[src/rtl/mem_arb_pkg.sv]
// Shared types and constants for the IFU/LSU memory-port arbiter.
// Holds the FSM state and owner encodings plus the default timeout.
package mem_arb_pkg;

    typedef enum logic [1:0] {
        IDLE,
        REQ,
        WAIT
    } state_t;

    typedef enum logic {
        OWN_IFU,
        OWN_LSU
    } owner_t;

    localparam int TIMEOUT_DEF = 255;
    localparam int CNT_W       = 16;

endpackage

[src/rtl/mem_arbiter_if.sv]
// Bundle of requester and memory-side signals for mem_arbiter.
// slave = the arbiter itself, master = core requesters plus memory.
interface mem_arbiter_if #(
    parameter int ADDR_W = 64,
    parameter int DATA_W = 64
);
    localparam int MASK_W = DATA_W / 8;

    logic              ifu_req_valid;
    logic              ifu_req_ready;
    logic [ADDR_W-1:0] ifu_req_addr;
    logic              ifu_resp_valid;
    logic [DATA_W-1:0] ifu_resp_data;
    logic              ifu_resp_err;

    logic              lsu_req_valid;
    logic              lsu_req_ready;
    logic [ADDR_W-1:0] lsu_req_addr;
    logic              lsu_req_write;
    logic [DATA_W-1:0] lsu_req_wdata;
    logic [MASK_W-1:0] lsu_req_wmask;
    logic              lsu_resp_valid;
    logic [DATA_W-1:0] lsu_resp_data;
    logic              lsu_resp_err;

    logic              mem_req_valid;
    logic              mem_req_ready;
    logic [ADDR_W-1:0] mem_req_addr;
    logic              mem_req_write;
    logic [DATA_W-1:0] mem_req_wdata;
    logic [MASK_W-1:0] mem_req_wmask;
    logic              mem_resp_valid;
    logic [DATA_W-1:0] mem_resp_data;

    modport slave (
        input  ifu_req_valid, ifu_req_addr,
        input  lsu_req_valid, lsu_req_addr, lsu_req_write,
        input  lsu_req_wdata, lsu_req_wmask,
        input  mem_req_ready, mem_resp_valid, mem_resp_data,
        output ifu_req_ready, ifu_resp_valid, ifu_resp_data, ifu_resp_err,
        output lsu_req_ready, lsu_resp_valid, lsu_resp_data, lsu_resp_err,
        output mem_req_valid, mem_req_addr, mem_req_write,
        output mem_req_wdata, mem_req_wmask
    );

    modport master (
        output ifu_req_valid, ifu_req_addr,
        output lsu_req_valid, lsu_req_addr, lsu_req_write,
        output lsu_req_wdata, lsu_req_wmask,
        output mem_req_ready, mem_resp_valid, mem_resp_data,
        input  ifu_req_ready, ifu_resp_valid, ifu_resp_data, ifu_resp_err,
        input  lsu_req_ready, lsu_resp_valid, lsu_resp_data, lsu_resp_err,
        input  mem_req_valid, mem_req_addr, mem_req_write,
        input  mem_req_wdata, mem_req_wmask
    );

endinterface

[src/rtl/mem_arb_pick.sv]
// Winner select between IFU and LSU requests.
// MEM_ARB_RR_EN adds a last_grant register for round-robin ties.
module mem_arb_pick
    import mem_arb_pkg::*;
(
`ifdef MEM_ARB_RR_EN
    input  logic   clk_i,
    input  logic   rst_i,
    input  logic   accept_i,
`endif
    input  logic   ifu_valid_i,
    input  logic   lsu_valid_i,
    output owner_t grant_o
);

`ifdef MEM_ARB_RR_EN
    owner_t last_q;
    owner_t last_d;

    // On a tie the side that did not win last time goes first.
    always_comb begin
        grant_o = OWN_LSU;
        last_d  = last_q;
        if (ifu_valid_i && lsu_valid_i) begin
            grant_o = (last_q == OWN_LSU) ? OWN_IFU : OWN_LSU;
        end else if (ifu_valid_i) begin
            grant_o = OWN_IFU;
        end
        if (accept_i) begin
            last_d = grant_o;
        end
    end

    // Remember who was granted; reset value lets IFU win the first tie.
    always_ff @(posedge clk_i or negedge rst_i) begin
        if (!rst_i) begin
            last_q <= OWN_LSU;
        end else begin
            last_q <= last_d;
        end
    end
`else
    // Fixed priority: LSU whenever it asks, otherwise IFU.
    always_comb begin
        grant_o = OWN_LSU;
        if (ifu_valid_i && !lsu_valid_i) begin
            grant_o = OWN_IFU;
        end
    end
`endif

endmodule

[src/rtl/mem_arbiter.sv]
// Single-outstanding arbiter of the shared memory port (IFU vs LSU).
// Define MEM_ARB_RR_EN for round-robin; default is fixed LSU priority.
module mem_arbiter
    import mem_arb_pkg::*;
#(
    parameter int ADDR_W  = 64,
    parameter int DATA_W  = 64,
    parameter int TIMEOUT = TIMEOUT_DEF
) (
    input logic          clk,
    input logic          rst,
    mem_arbiter_if.slave bus
);
    localparam int MASK_W = DATA_W / 8;
    localparam logic [CNT_W-1:0] CNT_LAST = CNT_W'(TIMEOUT - 1);
    localparam logic [CNT_W-1:0] CNT_ONE  = CNT_W'(1);

    state_t            state_q, state_d;
    logic [CNT_W-1:0]  cnt_q, cnt_d;
    logic [ADDR_W-1:0] addr_q, addr_d;
    logic              write_q, write_d;
    logic [DATA_W-1:0] wdata_q, wdata_d;
    logic [MASK_W-1:0] wmask_q, wmask_d;
    owner_t            owner_q, owner_d;

    logic              ifu_rv_q, ifu_rv_d;
    logic [DATA_W-1:0] ifu_data_q, ifu_data_d;
    logic              ifu_err_q, ifu_err_d;
    logic              lsu_rv_q, lsu_rv_d;
    logic [DATA_W-1:0] lsu_data_q, lsu_data_d;
    logic              lsu_err_q, lsu_err_d;

    owner_t            grant;
    logic              accept;
    logic              done;
    logic              done_err;
    logic [DATA_W-1:0] done_data;

    mem_arb_pick u_pick (
`ifdef MEM_ARB_RR_EN
        .clk_i      (clk),
        .rst_i      (rst),
        .accept_i   (accept),
`endif
        .ifu_valid_i(bus.ifu_req_valid),
        .lsu_valid_i(bus.lsu_req_valid),
        .grant_o    (grant)
    );

    // Accept only in IDLE once the previous response pulse has gone out.
    assign accept = (state_q == IDLE) && !ifu_rv_q && !lsu_rv_q &&
                    (bus.ifu_req_valid || bus.lsu_req_valid);

    assign bus.ifu_req_ready  = accept && (grant == OWN_IFU);
    assign bus.lsu_req_ready  = accept && (grant == OWN_LSU);

    assign bus.mem_req_valid  = (state_q == REQ);
    assign bus.mem_req_addr   = addr_q;
    assign bus.mem_req_write  = write_q;
    assign bus.mem_req_wdata  = wdata_q;
    assign bus.mem_req_wmask  = write_q ? wmask_q : '0;

    assign bus.ifu_resp_valid = ifu_rv_q;
    assign bus.ifu_resp_data  = ifu_data_q;
    assign bus.ifu_resp_err   = ifu_err_q;
    assign bus.lsu_resp_valid = lsu_rv_q;
    assign bus.lsu_resp_data  = lsu_data_q;
    assign bus.lsu_resp_err   = lsu_err_q;

    // Next state, request latch, timeout counter and response routing.
    always_comb begin
        state_d    = state_q;
        cnt_d      = cnt_q;
        addr_d     = addr_q;
        write_d    = write_q;
        wdata_d    = wdata_q;
        wmask_d    = wmask_q;
        owner_d    = owner_q;
        ifu_rv_d   = 1'b0;
        ifu_data_d = ifu_data_q;
        ifu_err_d  = ifu_err_q;
        lsu_rv_d   = 1'b0;
        lsu_data_d = lsu_data_q;
        lsu_err_d  = lsu_err_q;
        done       = 1'b0;
        done_err   = 1'b0;
        done_data  = '0;

        unique case (state_q)
            IDLE: begin
                if (accept) begin
                    owner_d = grant;
                    if (grant == OWN_LSU) begin
                        addr_d  = bus.lsu_req_addr;
                        write_d = bus.lsu_req_write;
                        wdata_d = bus.lsu_req_wdata;
                        wmask_d = bus.lsu_req_wmask;
                    end else begin
                        addr_d  = bus.ifu_req_addr;
                        write_d = 1'b0;
                        wdata_d = '0;
                        wmask_d = '0;
                    end
                    state_d = REQ;
                end
            end
            REQ: begin
                if (bus.mem_req_ready) begin
                    cnt_d   = '0;
                    state_d = WAIT;
                end
            end
            WAIT: begin
                cnt_d = cnt_q + CNT_ONE;
                if (bus.mem_resp_valid) begin
                    done      = 1'b1;
                    done_data = write_q ? '0 : bus.mem_resp_data;
                end else if (cnt_q == CNT_LAST) begin
                    done     = 1'b1;
                    done_err = 1'b1;
                end
                if (done) begin
                    state_d = IDLE;
                end
            end
            default: begin
                state_d = IDLE;
            end
        endcase

        if (done) begin
            if (owner_q == OWN_LSU) begin
                lsu_rv_d   = 1'b1;
                lsu_data_d = done_data;
                lsu_err_d  = done_err;
            end else begin
                ifu_rv_d   = 1'b1;
                ifu_data_d = done_data;
                ifu_err_d  = done_err;
            end
        end
    end

    // State registers; reset drops any in-flight transaction silently.
    always_ff @(posedge clk or negedge rst) begin
        if (!rst) begin
            state_q    <= IDLE;
            cnt_q      <= '0;
            addr_q     <= '0;
            write_q    <= 1'b0;
            wdata_q    <= '0;
            wmask_q    <= '0;
            owner_q    <= OWN_IFU;
            ifu_rv_q   <= 1'b0;
            ifu_data_q <= '0;
            ifu_err_q  <= 1'b0;
            lsu_rv_q   <= 1'b0;
            lsu_data_q <= '0;
            lsu_err_q  <= 1'b0;
        end else begin
            state_q    <= state_d;
            cnt_q      <= cnt_d;
            addr_q     <= addr_d;
            write_q    <= write_d;
            wdata_q    <= wdata_d;
            wmask_q    <= wmask_d;
            owner_q    <= owner_d;
            ifu_rv_q   <= ifu_rv_d;
            ifu_data_q <= ifu_data_d;
            ifu_err_q  <= ifu_err_d;
            lsu_rv_q   <= lsu_rv_d;
            lsu_data_q <= lsu_data_d;
            lsu_err_q  <= lsu_err_d;
        end
    end

endmodule

[src/flat_wrapper.sv]
// flat-port wrapper written by rule: the top's interface ports become plain ports
module mem_arbiter_flat import mem_arb_pkg::*;
#(
    parameter int ADDR_W  = 64,
    parameter int DATA_W  = 64,
    parameter int TIMEOUT = TIMEOUT_DEF
)
  (clk, rst, bus_ifu_req_valid, bus_ifu_req_addr, bus_lsu_req_valid, bus_lsu_req_addr, bus_lsu_req_write, bus_lsu_req_wdata, bus_lsu_req_wmask, bus_mem_req_ready, bus_mem_resp_valid, bus_mem_resp_data, bus_ifu_req_ready, bus_ifu_resp_valid, bus_ifu_resp_data, bus_ifu_resp_err, bus_lsu_req_ready, bus_lsu_resp_valid, bus_lsu_resp_data, bus_lsu_resp_err, bus_mem_req_valid, bus_mem_req_addr, bus_mem_req_write, bus_mem_req_wdata, bus_mem_req_wmask);
  mem_arbiter_if #(.ADDR_W(ADDR_W), .DATA_W(DATA_W)) bus_i ();
  input logic clk;
  input logic rst;
  input wire logic [$bits(bus_i.ifu_req_valid)-1:0] bus_ifu_req_valid;
  input wire logic [$bits(bus_i.ifu_req_addr)-1:0] bus_ifu_req_addr;
  input wire logic [$bits(bus_i.lsu_req_valid)-1:0] bus_lsu_req_valid;
  input wire logic [$bits(bus_i.lsu_req_addr)-1:0] bus_lsu_req_addr;
  input wire logic [$bits(bus_i.lsu_req_write)-1:0] bus_lsu_req_write;
  input wire logic [$bits(bus_i.lsu_req_wdata)-1:0] bus_lsu_req_wdata;
  input wire logic [$bits(bus_i.lsu_req_wmask)-1:0] bus_lsu_req_wmask;
  input wire logic [$bits(bus_i.mem_req_ready)-1:0] bus_mem_req_ready;
  input wire logic [$bits(bus_i.mem_resp_valid)-1:0] bus_mem_resp_valid;
  input wire logic [$bits(bus_i.mem_resp_data)-1:0] bus_mem_resp_data;
  output wire logic [$bits(bus_i.ifu_req_ready)-1:0] bus_ifu_req_ready;
  output wire logic [$bits(bus_i.ifu_resp_valid)-1:0] bus_ifu_resp_valid;
  output wire logic [$bits(bus_i.ifu_resp_data)-1:0] bus_ifu_resp_data;
  output wire logic [$bits(bus_i.ifu_resp_err)-1:0] bus_ifu_resp_err;
  output wire logic [$bits(bus_i.lsu_req_ready)-1:0] bus_lsu_req_ready;
  output wire logic [$bits(bus_i.lsu_resp_valid)-1:0] bus_lsu_resp_valid;
  output wire logic [$bits(bus_i.lsu_resp_data)-1:0] bus_lsu_resp_data;
  output wire logic [$bits(bus_i.lsu_resp_err)-1:0] bus_lsu_resp_err;
  output wire logic [$bits(bus_i.mem_req_valid)-1:0] bus_mem_req_valid;
  output wire logic [$bits(bus_i.mem_req_addr)-1:0] bus_mem_req_addr;
  output wire logic [$bits(bus_i.mem_req_write)-1:0] bus_mem_req_write;
  output wire logic [$bits(bus_i.mem_req_wdata)-1:0] bus_mem_req_wdata;
  output wire logic [$bits(bus_i.mem_req_wmask)-1:0] bus_mem_req_wmask;
  assign bus_i.ifu_req_valid = bus_ifu_req_valid;
  assign bus_i.ifu_req_addr = bus_ifu_req_addr;
  assign bus_i.lsu_req_valid = bus_lsu_req_valid;
  assign bus_i.lsu_req_addr = bus_lsu_req_addr;
  assign bus_i.lsu_req_write = bus_lsu_req_write;
  assign bus_i.lsu_req_wdata = bus_lsu_req_wdata;
  assign bus_i.lsu_req_wmask = bus_lsu_req_wmask;
  assign bus_i.mem_req_ready = bus_mem_req_ready;
  assign bus_i.mem_resp_valid = bus_mem_resp_valid;
  assign bus_i.mem_resp_data = bus_mem_resp_data;
  assign bus_ifu_req_ready = bus_i.ifu_req_ready;
  assign bus_ifu_resp_valid = bus_i.ifu_resp_valid;
  assign bus_ifu_resp_data = bus_i.ifu_resp_data;
  assign bus_ifu_resp_err = bus_i.ifu_resp_err;
  assign bus_lsu_req_ready = bus_i.lsu_req_ready;
  assign bus_lsu_resp_valid = bus_i.lsu_resp_valid;
  assign bus_lsu_resp_data = bus_i.lsu_resp_data;
  assign bus_lsu_resp_err = bus_i.lsu_resp_err;
  assign bus_mem_req_valid = bus_i.mem_req_valid;
  assign bus_mem_req_addr = bus_i.mem_req_addr;
  assign bus_mem_req_write = bus_i.mem_req_write;
  assign bus_mem_req_wdata = bus_i.mem_req_wdata;
  assign bus_mem_req_wmask = bus_i.mem_req_wmask;
  mem_arbiter #(.ADDR_W(ADDR_W), .DATA_W(DATA_W), .TIMEOUT(TIMEOUT)) u_core (.clk(clk), .rst(rst), .bus(bus_i));
endmodule
[config.mk]
export PLATFORM = sky130hd
export DESIGN_NAME = mem_arbiter_flat
export DESIGN_NICKNAME = d
export VERILOG_FILES = /design/src/rtl/mem_arb_pkg.sv /design/src/rtl/mem_arbiter_if.sv /design/src/rtl/mem_arb_pick.sv /design/src/rtl/mem_arbiter.sv /design/src/flat_wrapper.sv
export SDC_FILE = /design/constraint.sdc
export NUM_CORES = 1
export LEC_CHECK = 0
export ABC_AREA = 1
export CORE_AREA = 2 2 213 215
export CTS_CLUSTER_SIZE = 14
export DETAILED_ROUTE_END_ITERATION = 7
export DIE_AREA = 0 0 215 217
export PLACE_DENSITY = 0.61
export RECOVER_POWER = 100
export SYNTH_ARGS = -nofsm -noshare
export SYNTH_HDL_FRONTEND = slang
export SYNTH_HIERARCHICAL = 1
export SYNTH_SLANG_ARGS = --single-unit
[constraint.sdc]
create_clock -name clk -period 1.58 [get_ports clk]
set_clock_uncertainty 0.2 [all_clocks]
set_input_delay 0.316 -clock clk [delete_from_list [all_inputs] [get_ports clk]]
set_output_delay 0.316 -clock clk [all_outputs]
set_load 0.02 [all_outputs]
Yosys cells after proc, flatten, opt, wreduce, memory -nomap -nowiden. Index checks and enable logic that the tools add are counted.

Flip-flop bits (word level): 288. Latch bits: 0. Memory bits (writable): 0. Bits in read-only memories: 0. Input bits: 271. Output and inout port bits: 272. Logic and storage cells: 63. Memories: 0.

$add $sub $neg: 1. Multiply operators: 0. Div/mod/pow operators: 0. Magnitude comparators: 0. Equal/unequal tests: 6. Shift operators: 0. Muxes and demuxes: 25. Bitwise logic cells: 1. Reductions and logical operators: 17.

Operators by type and width (number): $mux 64 (5); $pmux 16 s2 (1); $add 16x1->16 const B (1); $eq 16x8->1 const B (1); $mux 16 (1); $mux 8 (2); $mux 1 (12); $reduce_and 2->1 (4); $logic_and 1x1->1 (6); $mux 2 (3); $pmux 2 s3 (1); $ne 2x1->1 const B (2); $logic_not 1->1 (3); $reduce_and 3->1 (1); $eq 2x1->1 const B (1); $eq 2x2->1 const B (1); $logic_not 2->1 (1); $ne 2x2->1 const B (1); $reduce_bool 2->1 (1); $logic_or 1x1->1 (1); $not 1->1 (1).

Longest topological paths before layout. Gate-level depths: netlist (run 1).

Word-level depth: 6. Mapped depth: 11. Mapped depth without buffers: 10.

Modules after synthesis. Netlist (run 1), hierarchy kept.

By module, submodules not included: mem_arbiter (times used 1, cells an instance 1550, area each 12679.7 um^2, sequential area each 7206.9 um^2); mem_arb_pick (times used 1, cells an instance 2, area each 7.5 um^2, sequential area each 0.0 um^2).

Least setup slack after synthesis (run 1). OpenSTA, ideal clock, no wires.

Path type: register to output. From: reg u_core.ifu_rv_q, in the netlist u_core/bus.ifu_resp_valid. To: out bus_lsu_req_ready. Data arrival time: 1297 ps. Data required time: 1064 ps. Setup slack: -233 ps. Cell stages (with the launch flop): 6. Path buffers: 2. Cells stage by stage: dfrtp_1 > nor3_1 > nand2_1 > nor2_1 > buf_2 > buf_2.

Word-level cells in the longest chain between the ends: 5.

RTL lines: start: declaration (line mem_arbiter.sv:26) `logic ifu_rv_q, ifu_rv_d;`; start signal: assignment (line mem_arbiter.sv:168) `ifu_rv_q <= ifu_rv_d;`; $logic_not 1->1 (line mem_arbiter.sv:51) `assign accept = (state_q == IDLE) && !ifu_rv_q && !lsu_rv_q &&`; $logic_and 1x1->1 (3 in series) (line mem_arbiter.sv:51); $logic_and 1x1->1 (line mem_arbiter.sv:55) `assign bus.lsu_req_ready = accept && (grant == OWN_LSU);`; end: declaration (line flat_wrapper.sv:26) `output wire logic [$bits(bus_i.lsu_req_ready)-1:0] bus_lsu_req_ready;`.

Every way passes these cells.

Worst setup path after layout (run 1).
From: reg u_core.lsu_rv_q, in the netlist u_core/bus.lsu_resp_valid. To: out bus_ifu_req_ready.

Word-level cells in the longest chain between the ends: 4.

RTL lines: start: declaration (line mem_arbiter.sv:29) `logic lsu_rv_q, lsu_rv_d;`; start signal: assignment (line mem_arbiter.sv:171) `lsu_rv_q <= lsu_rv_d;`; $logic_not 1->1 (line mem_arbiter.sv:51); $logic_and 1x1->1 (2 in series) (line mem_arbiter.sv:51); $logic_and 1x1->1 (line mem_arbiter.sv:54) `assign bus.ifu_req_ready = accept && (grant == OWN_IFU);`; end: declaration (line flat_wrapper.sv:22) `output wire logic [$bits(bus_i.ifu_req_ready)-1:0] bus_ifu_req_ready;`.

Every way passes these cells.

==> results of run 1 <==
==> cell type report <==
cell class,count,share of cell area [%]
flip-flops and latches,288,31.37
well taps,600,3.266
clock buffers,55,4.758
diodes,5,0.05444
multi-input cells,1092,22.88
inverters,67,1.149
clock inverters,4,0.09799
repair buffers,747,36.42
==> cells in the mapped netlist (all sizes together) <==
| cell type | number |
|---|---|
| ha | 2 |
| xnor2 | 1 |
| nor2 | 90 |
| clkinv | 1 |
| a21boi | 1 |
| a2bb2oi | 1 |
| o21bai | 3 |
| nor3 | 2 |
| dfrtp | 288 |
| xor2 | 2 |
| nand4 | 130 |
| nand2 | 763 |
| nand3 | 74 |
| buf | 66 |
| a21oi | 4 |
| clkbuf | 39 |
| o21ai | 18 |
| o22ai | 1 |
| inv | 66 |
==> per-stage QoR <==
stage | instance area (sq um) | hold slack, ns | cells | TNS, ns | utilization, %
after floorplan | 12750 | -0.1796 | 1552 | -5.542 | -
after global placement | 19560 | 0.02751 | 2695 | -150.88 | 43.76
after detailed placement | 19560 | 0.02712 | 2695 | -149.63 | 43.76
after CTS | 21530 | 0.03843 | 2809 | -85.87 | 48.17
after global routing | 22970 | 0.1009 | 2854 | -143.24 | 51.40
final | 22980 | 0.1089 | 2858 | -90.64 | 51.42
==> worst min-delay path by stage <==
stage                                               endpoint                  start  slack [ns]
CTS                  u_core/bus.lsu_resp_data[4]$_DFFE_PN0P_                    rst        0.04
global route        u_core/bus.mem_req_wdata[17]$_DFFE_PN0P_  bus_lsu_req_wdata[17]        0.10
floorplan            u_core/bus.ifu_resp_data[0]$_DFFE_PN0P_                    rst       -0.18
detailed placement   u_core/bus.lsu_resp_data[2]$_DFFE_PN0P_                    rst        0.03
finish              u_core/bus.mem_req_wdata[54]$_DFFE_PN0P_  bus_lsu_req_wdata[54]        0.11
global placement     u_core/bus.lsu_resp_data[4]$_DFFE_PN0P_                    rst        0.03
==> critical path: cells and delay by family (launching register included) <==
kind | cells | cell delay (ns)
flops | 1 | 0.44
simple gates | 3 | 0.41
buf+inv | 2 | 0.26
==> cell families (layout without fill, tap and decap cells) <==
family | after synthesis | in the layout | share of synthesized area (%)
AND/OR/NAND/NOR | 1059 | 1059 | 34.80
flip-flops | 288 | 288 | 56.80
buffers and inverters | 172 | 873 | 6.765
AO/OA/AOI/OAI | 28 | 28 | 1.223
XOR/XNOR | 3 | 3 | 0.2071
adder cells (fa/ha/maj) | 2 | 2 | 0.1972
other | 0 | 5 | 0
==> power by group through the flow <==
stage	combinational (W)	sequential (W)	clock (W)
after floorplan	0.00529	0.0142	0
after global placement	0.0174	0.0116	0
after detailed placement	0.0176	0.0116	0
after CTS	0.0193	0.0119	0.00814
after global routing	0.0219	0.0124	0.00845
final	0.0206	0.0121	0.00794
==> state kept, by name, summed over array words and instances (netlist names) <==
signal,count
u_core/state_q,2
u_core/bus.mem_req_write,1
u_core/bus.lsu_resp_err,1
u_core/owner_q,1
u_core/bus.ifu_resp_data,64
u_core/bus.mem_req_wdata,64
u_core/bus.ifu_resp_err,1
u_core/bus.lsu_resp_data,64
u_core/bus.ifu_resp_valid,1
u_core/wmask_q,8
u_core/bus.mem_req_addr,64
u_core/bus.lsu_resp_valid,1
u_core/cnt_q,16
==> layer usage <==
layer  GRT usage [%]  share of wire [%]
met5               0               0.14
met4           7.609                3.6
met3           8.693                9.6
met2           36.27                 49
met1           25.26                 38
==> timing repair <==
item                                     CTS  global route
endpoints found under the hold margin    288             0
gates cloned                               2            29
hold buffers                               1             0
pin swaps                                  7            21
endpoints found under the setup margin   555           556
resized for setup                       1534           212
setup buffers                             52            16
==> results.json, run 1 <==
{
  "status": "finished with violations",
  "violations": "negative setup slack",
  "synth_seq_cells": 288,
  "numCtsBuffers": 35,
  "die_y_um": 217,
  "hold_path_class": "in -> reg",
  "finalSetupViolCount": 527,
  "crit_path_max_incr_delay_ns": 0.44,
  "rr_worst_depth": 8,
  "fmax_mhz": 461.2,
  "syn_area_sq_um": 12690,
  "multi_input_area_sq_um": 5259,
  "finalHoldViolCount": 0,
  "die-area_sq_um": 46660,
  "layout_common_cells": "633 x nand2_1, 285 x dfrtp_1, 269 x clkdlybuf4s50_1",
  "totalPowerFinal_w": 0.04064,
  "die_w_um": 215,
  "grt_first_pass_wirelength_um": 78380,
  "cp_data_required_time_ns": 1.06,
  "max-slew-margin-rel_pct": 26.01,
  "startpoint": "u_core/bus.lsu_resp_valid$_DFF_PN0_",
  "route.detailed.drc": 0,
  "synth_seq_area_share_pct": 56.80,
  "layout_commonest_cell": "nand2_1",
  "layout.nets": 2504,
  "port_buffers": 542,
  "crit_arrival_ns": 1.65,
  "initial_utilization_pct": 28.38,
  "ant_nets": 0,
  "fin_ws_ns": -0.5882,
  "synth.top_cell.area_share_pct": 56.80,
  "area_delta_synth_final_pct": 81.16,
  "dp_slack_ns": -0.9568,
  "slew_viol_final": 0,
  "row_count": 78,
  "drive_gt1_share_pct": 30.80,
  "crit_type": "reg -> out",
  "wirelength_um": 55960,
  "routed-via-count": 13450,
  "clk_latency_ns": 0.54,
  "root_buffer": "clkbuf_16",
  "p_int_w": 0.02446,
  "io_pins": 543,
  "cp_cell_sequence": "nor3_4 -> nand2_4 -> buf_12 -> nor2_4 -> buf_6",
  "yosys.area.top_type": "dfrtp_1",
  "switching_share_pct": 39.81,
  "grt_max_degree": 84,
  "reg2reg_slack_ns": -0.48,
  "fill_cells": 4084,
  "clk_pin_slew_worst_paths_ns": 0.06,
  "clkPwrFrac_pct": 19.5,
  "worstReg2RegEnd": "u_core/bus.mem_req_addr[24]$_DFFE_PN0P_",
  "maxCapViolations": 0,
  "r2r_start": "u_core/bus.lsu_resp_valid$_DFF_PN0_",
  "yosys-top-cells-area": "dfrtp_1 57%, nand2_1 23%, nand4_1 6.4%",
  "vias_per_cell": 4.707,
  "cp-end-kind": "output pin",
  "comb_power_share_pct": 50.7,
  "wire_per_inst_um": 19.58,
  "clock_sink_count": 288,
  "synth_warnings": 6,
  "synth.distinct_cells": 26,
  "coreArea_sq_um": 44700,
  "cts_tree": "built",
  "syn-num-nets": 1825,
  "cp-endpoint": "bus_ifu_req_ready",
  "power.density_nw_per_um2": 1768,
  "htreeDepth": 2,
  "syn_avg_cell_area_sq_um": 8.175,
  "antenna_found_initial": 11,
  "drtIter0Drc": 843,
  "p_seq_share_pct": 29.8,
  "cpMaxStageDelayCell": "dfrtp_2",
  "min_path_cells": 3,
  "seq_area_sq_um": 7211,
  "period_share_pct": 137.2,
  "tightestPinTransition_ns": 1.110,
  "synthesis.instances": 1552,
  "irDropWorstVdd_mv": 1.098,
  "power.switching_w": 0.01618,
  "cts_buffer_depth": 3,
  "grt_pass1_vias": 13090,
  "leakage_nw": 11.51,
  "track_usage_pct": 21.69,
  "start_kind": "register",
  "place_congestion": 0.9172,
  "firstDrtPassIters": 5,
  "finalWorstPathRequiredPeriod_ns": 2.168,
  "rsz0062_at_grt": "yes",
  "dp_hpwl_um": 36650,
  "grt-ovfl-total": 0,
  "cp_max_fo": 3
}
(Power assumes the default switching activity.)
==> run 2: changes to the inputs <==
- CORE_AREA: 2 2 213 215 -> 5 5 210 212
- PLACE_DENSITY: 0.61 -> 0.64
- clock period: 1.58 -> 1.9 ns (I/O delays scaled with it)
==> run 2 against run 1 <==
  * The run still ends with negative setup slack left
  * Setup slack gained 0.23 ns
  * Critical path depth grew 3
  * Flip-flop and latch count unchanged
  * Total power fell by 28%
  * Via count fell by 3.7%
  * Combinational power down 34%
  * Die area did not move
  * Worst hold slack better by 0.070 ns
==> results.json, run 2 (synthesis gave the netlist of run 1 again) <==
{
  "max-slew-margin-rel_pct": 52.00,
  "port_buffers": 542,
  "route.detailed.drc": 0,
  "htreeDepth": 2,
  "rsz0062_at_grt": "yes",
  "finalSetupViolCount": 147,
  "start_kind": "input pin",
  "cp.buffers_inverters": 4,
  "hold_path_class": "in -> reg",
  "routed-via-count": 12950,
  "layout.nets": 2416,
  "cts_buffer_depth": 3,
  "reg2reg_slack_ns": -0.24,
  "crit_cells": 8,
  "layout_commonest_cell": "nand2_1",
  "startpoint": "bus_lsu_req_valid",
  "finalHoldViolCount": 0,
  "wire_per_inst_um": 20.26,
  "violations": "negative setup slack",
  "irDropWorstVdd_mv": 0.7668,
  "numCtsBuffers": 35,
  "row_count": 75,
  "cp-end-kind": "output pin",
  "clock_sink_count": 288,
  "cp_max_fo": 2,
  "cp_cell_sequence": "clkdlybuf4s50_1 -> nor2_2 -> nor3_2 -> buf_4 -> nand2_4 -> buf_12 -> nor2_4 -> buf_6",
  "clk_latency_ns": 0.53,
  "place_congestion": 0.8726,
  "fin_ws_ns": -0.3543,
  "grt_first_pass_wirelength_um": 78710,
  "finalWorstPathRequiredPeriod_ns": 2.254,
  "cp_data_required_time_ns": 1.32,
  "initial_utilization_pct": 30.38,
  "dp_cells": 2596,
  "tightestPinTransition_ns": 0.7200,
  "die_y_um": 217,
  "cp-endpoint": "bus_ifu_req_ready",
  "fill_cells": 4021,
  "layout_common_cells": "738 x nand2_1, 286 x dfrtp_1, 268 x clkdlybuf4s50_1",
  "clk_pin_slew_worst_paths_ns": 0.05,
  "die_w_um": 215,
  "track_usage_pct": 21.40,
  "crit_arrival_ns": 1.67,
  "path_delay_family": "buffers and inverters",
  "io_pins": 543,
  "maxCapViolations": 0,
  "vias_per_cell": 4.776,
  "cts_tree": "built",
  "cpMaxStageDelayCell": "clkdlybuf4s50_1",
  "grt_max_degree": 71,
  "grt_pass1_vias": 12810,
  "crit_path_max_incr_delay_ns": 0.49,
  "r2r_start": "u_core/state_q[1]$_DFFE_PN0P_",
  "die-area_sq_um": 46660,
  "drtIter0Drc": 795,
  "area_delta_synth_final_pct": 61.80,
  "crit_type": "in -> out",
  "antenna_found_initial": 6,
  "worstReg2RegEnd": "u_core/bus.lsu_resp_data[46]$_DFFE_PN0P_",
  "leakage_nw": 10.87,
  "status": "finished with violations",
  "fin_cells": 2711,
  "drive_gt1_share_pct": 11.11,
  "grt-ovfl-total": 0,
  "power.density_nw_per_um2": 1430,
  "dp_hpwl_um": 36580,
  "slew_viol_final": 0,
  "rr_worst_depth": 10,
  "tns_ns": -21.99,
  "root_buffer": "clkbuf_16",
  "coreArea_sq_um": 41760,
  "period_share_pct": 118.6,
  "fmax_mhz": 443.6,
  "firstDrtPassIters": 5,
  "wirelength_um": 54920,
  "ant_nets": 0
}
-- run 2: changes by cell type in the layout (fill, tap and decap cells not counted), sizes merged --
cell / previous run / this run
clkdlybuf4s15: 0 / 35
dlygate4sd2: 0 / 211
clkinv: 4 / 5
clkdlybuf4s50: 269 / 268
diode: 5 / 3
clkbuf: 77 / 92
dlymetal6s2s: 0 / 1
buf: 455 / 104
inv: 64 / 69
-- run 2: cell type report --
class                   instances  area, sq um  area share (%)
multi-input cells            1092         4835           23.55
well taps                     539        674.4           3.285
diodes                          3        7.507         0.03657
repair buffers                659         6496           31.65
inverters                      67        254.0           1.237
clock buffers                  53        983.4           4.791
clock inverters                10        68.82          0.3352
flip-flops and latches        288         7209           35.12
-- run 2: timing repair --
item	4_1_cts	5_1_grt
setup endpoints to repair	389	257
endpoints found under the hold margin	288	0
pin swaps	2	15
resized for setup	405	71
gates cloned	2	16
buffers inserted	7	26
hold buffers	1	0
-- run 2: metrics by stage --
| step | instance area, sq um | power, W | hold WS (ns) | setup WS, ns | utilization, % |
|---|---|---|---|---|---|
| after global placement | 19020 | 0.02334 | 0.1396 | -0.6743 | 45.55 |
| final | 20530 | 0.02936 | 0.1793 | -0.3543 | 49.16 |
| after floorplan | 12690 | 0.01615 | -0.1156 | 0.02324 | - |
| after CTS | 20050 | 0.02918 | 0.1395 | -0.3962 | 48.02 |
| after detailed placement | 19020 | 0.02354 | 0.1420 | -0.6828 | 45.55 |
| after global routing | 20520 | 0.03101 | 0.1598 | -0.3915 | 49.14 |
-- run 2: tightest hold or removal path, stage by stage --
cell and delay (ns):
clkdlybuf4s50_1 0.40, nand2_1 0.06, nand2_1 0.04
-- run 2: metal layers --
metal | GRT usage (%) | vias to the layer above | wire length, um
met1 | 26.51 | 6272 | 22110
met4 | 6.379 | 6 | 1286
met5 | 0 | - | 38
met2 | 36.44 | 488 | 27240
met3 | 6.281 | 70 | 4246
li1 | - | 6112 | -
-- run 2: worst min path at each step --
stage                                               end                  start  depth (start not counted)  slack, ns
2_1_floorplan   u_core/bus.ifu_resp_data[0]$_DFFE_PN0P_                    rst                          0      -0.12
3_3_place_gp   u_core/bus.ifu_resp_data[21]$_DFFE_PN0P_                    rst                          1       0.14
3_5_place_dp   u_core/bus.lsu_resp_data[16]$_DFFE_PN0P_                    rst                          1       0.14
4_1_cts        u_core/bus.mem_req_wdata[39]$_DFFE_PN0P_  bus_lsu_req_wdata[39]                          3       0.14
5_1_grt        u_core/bus.mem_req_wdata[16]$_DFFE_PN0P_  bus_lsu_req_wdata[16]                          3       0.16
6_report       u_core/bus.mem_req_wdata[16]$_DFFE_PN0P_  bus_lsu_req_wdata[16]                          3       0.18
-- run 2: report_power, final --
| part | total, W | switching [W] | internal [W] |
|---|---|---|---|
| clock | 0.00634 | 0.00274 | 0.00360 |
| sequential | 0.00943 | 0.00116 | 0.00826 |
| combinational | 0.0136 | 0.00860 | 0.00500 |
| total | 0.0294 | 0.0125 | 0.0169 |
==> run 3: changes to the inputs <==
- CTS_BUF_LIST: not set -> sky130_fd_sc_hd__clkbuf_16
- REMOVE_ABC_BUFFERS: not set -> 1
- TNS_END_PERCENT: not set -> 30
==> run 3 against run 2 <==
  * Utilization up 3.1 points
  * The run still ends with negative setup slack left
  * Critical path type is now reg -> out
  * Die area unchanged
  * Highest routed layer unchanged
  * Fmax down 2.0%
==> results.json, run 3 (synthesis gave the netlist of run 1 again) <==
{
  "finalSetupViolCount": 374,
  "crit_arrival_ns": 1.72,
  "htreeDepth": 2,
  "grt_pass1_vias": 13110,
  "cpMaxStageDelayCell": "dfrtp_1",
  "antenna_found_initial": 6,
  "finalHoldViolCount": 0,
  "root_buffer": "clkbuf_16",
  "cp_max_fo": 2,
  "period_share_pct": 121.1,
  "crit_type": "reg -> out",
  "leakage_nw": 11.71,
  "coreArea_sq_um": 41760,
  "initial_utilization_pct": 30.38,
  "fin_ws_ns": -0.4010,
  "die-area_sq_um": 46660,
  "violations": "negative setup slack",
  "cp-end-kind": "output pin",
  "io_pins": 543,
  "fmax_mhz": 434.6,
  "die_y_um": 217,
  "routed-via-count": 13430,
  "drtIter0Drc": 1133,
  "cts_tree": "built",
  "wirelength_um": 59630,
  "slew_viol_final": 0,
  "start_kind": "register",
  "layout_common_cells": "684 x nand2_1, 285 x dfrtp_1, 269 x clkdlybuf4s50_1",
  "numCtsBuffers": 36,
  "grt_busiest_layer": "met2",
  "fill_cells": 3840,
  "power.density_nw_per_um2": 1431,
  "place_congestion": 0.8883,
  "cp_cell_sequence": "nor3_2 -> buf_4 -> nand2_4 -> buf_4 -> nor2_4 -> buf_6",
  "dp_slack_ns": -0.8554,
  "final_area_sq_um": 21830,
  "track_usage_pct": 22.66,
  "cp_common_cell": "buf_4",
  "cts_buffer_depth": 3,
  "grt_first_pass_wirelength_um": 82840,
  "hold_path_class": "in -> reg",
  "grt_use_met3_pct": 8.616,
  "route.detailed.drc": 0,
  "cp_data_required_time_ns": 1.32,
  "area_delta_synth_final_pct": 72.07,
  "wire_per_inst_um": 21.77,
  "place_area_sq_um": 19250,
  "port_buffers": 542,
  "firstDrtPassIters": 5,
  "clk_pin_slew_worst_paths_ns": 0.06,
  "ant_nets": 0,
  "vias_per_cell": 4.904,
  "rsz0062_at_grt": "yes",
  "clk_latency_ns": 0.53,
  "drive_gt1_share_pct": 18.24,
  "use_met2_pct": 36.70,
  "row_count": 75,
  "layout_commonest_cell": "nand2_1",
  "grt_max_degree": 73,
  "finalWorstPathRequiredPeriod_ns": 2.301,
  "irDropWorstVdd_mv": 0.7773,
  "grt_util_met1_pct": 26.96,
  "max-slew-margin-rel_pct": 11.13,
  "clock_sink_count": 288,
  "reg2reg_slack_ns": -0.33,
  "maxCapViolations": 0,
  "die_w_um": 215,
  "dp_hpwl_um": 38850,
  "status": "finished with violations",
  "tightestPinTransition_ns": 1.333,
  "grt-ovfl-total": 0,
  "totalPowerFinal_w": 0.03123,
  "layout.nets": 2447,
  "crit_path_max_incr_delay_ns": 0.43,
  "worst_hold_slack_ns": 0.1874
}
==> run 3: changes by cell type in the layout (fill, tap and decap cells not counted), moves of 13 or more <==
cell,delta
clkbuf_1,-13
nand2_1,-54
nand2_2,+17
nand2_4,+36
nand3_1,-52
nand3_2,+52
nor2_1,-20
==> run 3: where the power goes <==
group / internal (W) / switching [W]
registers: 0.00827 / 0.00123
logic: 0.00593 / 0.00948
clock network: 0.00364 / 0.00269
==> run 3: layout make-up <==
type	instances	area [sq um]	area share, %
Multi-Input combinational cell	1092	5520	25.29
Clock inverter	25	132.6	0.6075
Clock buffer	37	925.9	4.241
Tap cell	539	674.4	3.089
Inverter	67	256.5	1.175
Antenna cell	2	5.005	0.02293
Timing Repair Buffer	689	7106	32.55
Sequential cell	288	7211	33.03
==> run 3: stage by stage <==
step           TNS (ns)  instances  util (%)
6_report         -24.45       2739     52.28
2_1_floorplan  -1144.95       1447         -
3_3_place_gp     -89.94       2624     46.10
3_5_place_dp     -93.44       2624     46.10
5_1_grt          -96.06       2737     52.27
4_1_cts          -7.521       2703     48.97
==> run 3: repair_timing <==
action	CTS	global route
cloned	7	18
pin swaps	3	74
endpoints found under the setup margin	431	242
hold buffers	1	0
gates resized for setup	401	284
hold endpoints to repair	268	0
buffers inserted	11	17
==> run 3: final timing paths <==
path                                                             to                                     from  cells past startpoint
setup / recovery                                  bus_lsu_req_ready      u_core/bus.lsu_resp_valid$_DFF_PN0_                      6
hold / removal             u_core/bus.mem_req_wdata[54]$_DFFE_PN0P_                    bus_lsu_req_wdata[54]                      3
setup reg to reg             u_core/bus.mem_req_addr[4]$_DFFE_PN0P_      u_core/bus.lsu_resp_valid$_DFF_PN0_                     14
hold reg to reg             u_core/bus.lsu_resp_data[6]$_DFFE_PN0P_  u_core/bus.lsu_resp_data[6]$_DFFE_PN0P_                      2
max in group asynchronous       u_core/bus.ifu_resp_err$_DFFE_PN0P_                                      rst                      4
min in group asynchronous  u_core/bus.lsu_resp_data[10]$_DFFE_PN0P_                                      rst                      2
==> run 3: worst max-delay path: cells and delay by family (launching register included) <==
kind | cells | cell delay [ns]
buf+inv | 3 | 0.41
flops | 1 | 0.43
simple gates | 3 | 0.35
==> run 3: routing by layer <==
layer / wire length [um] / share of wire, % / vias up
met2: 28510 / 48 / 622
met5: 63 / 0.11 / -
met1: 22520 / 38 / 6478
met4: 2798 / 4.7 / 12
li1: - / - / 6196
met3: 5743 / 9.6 / 124
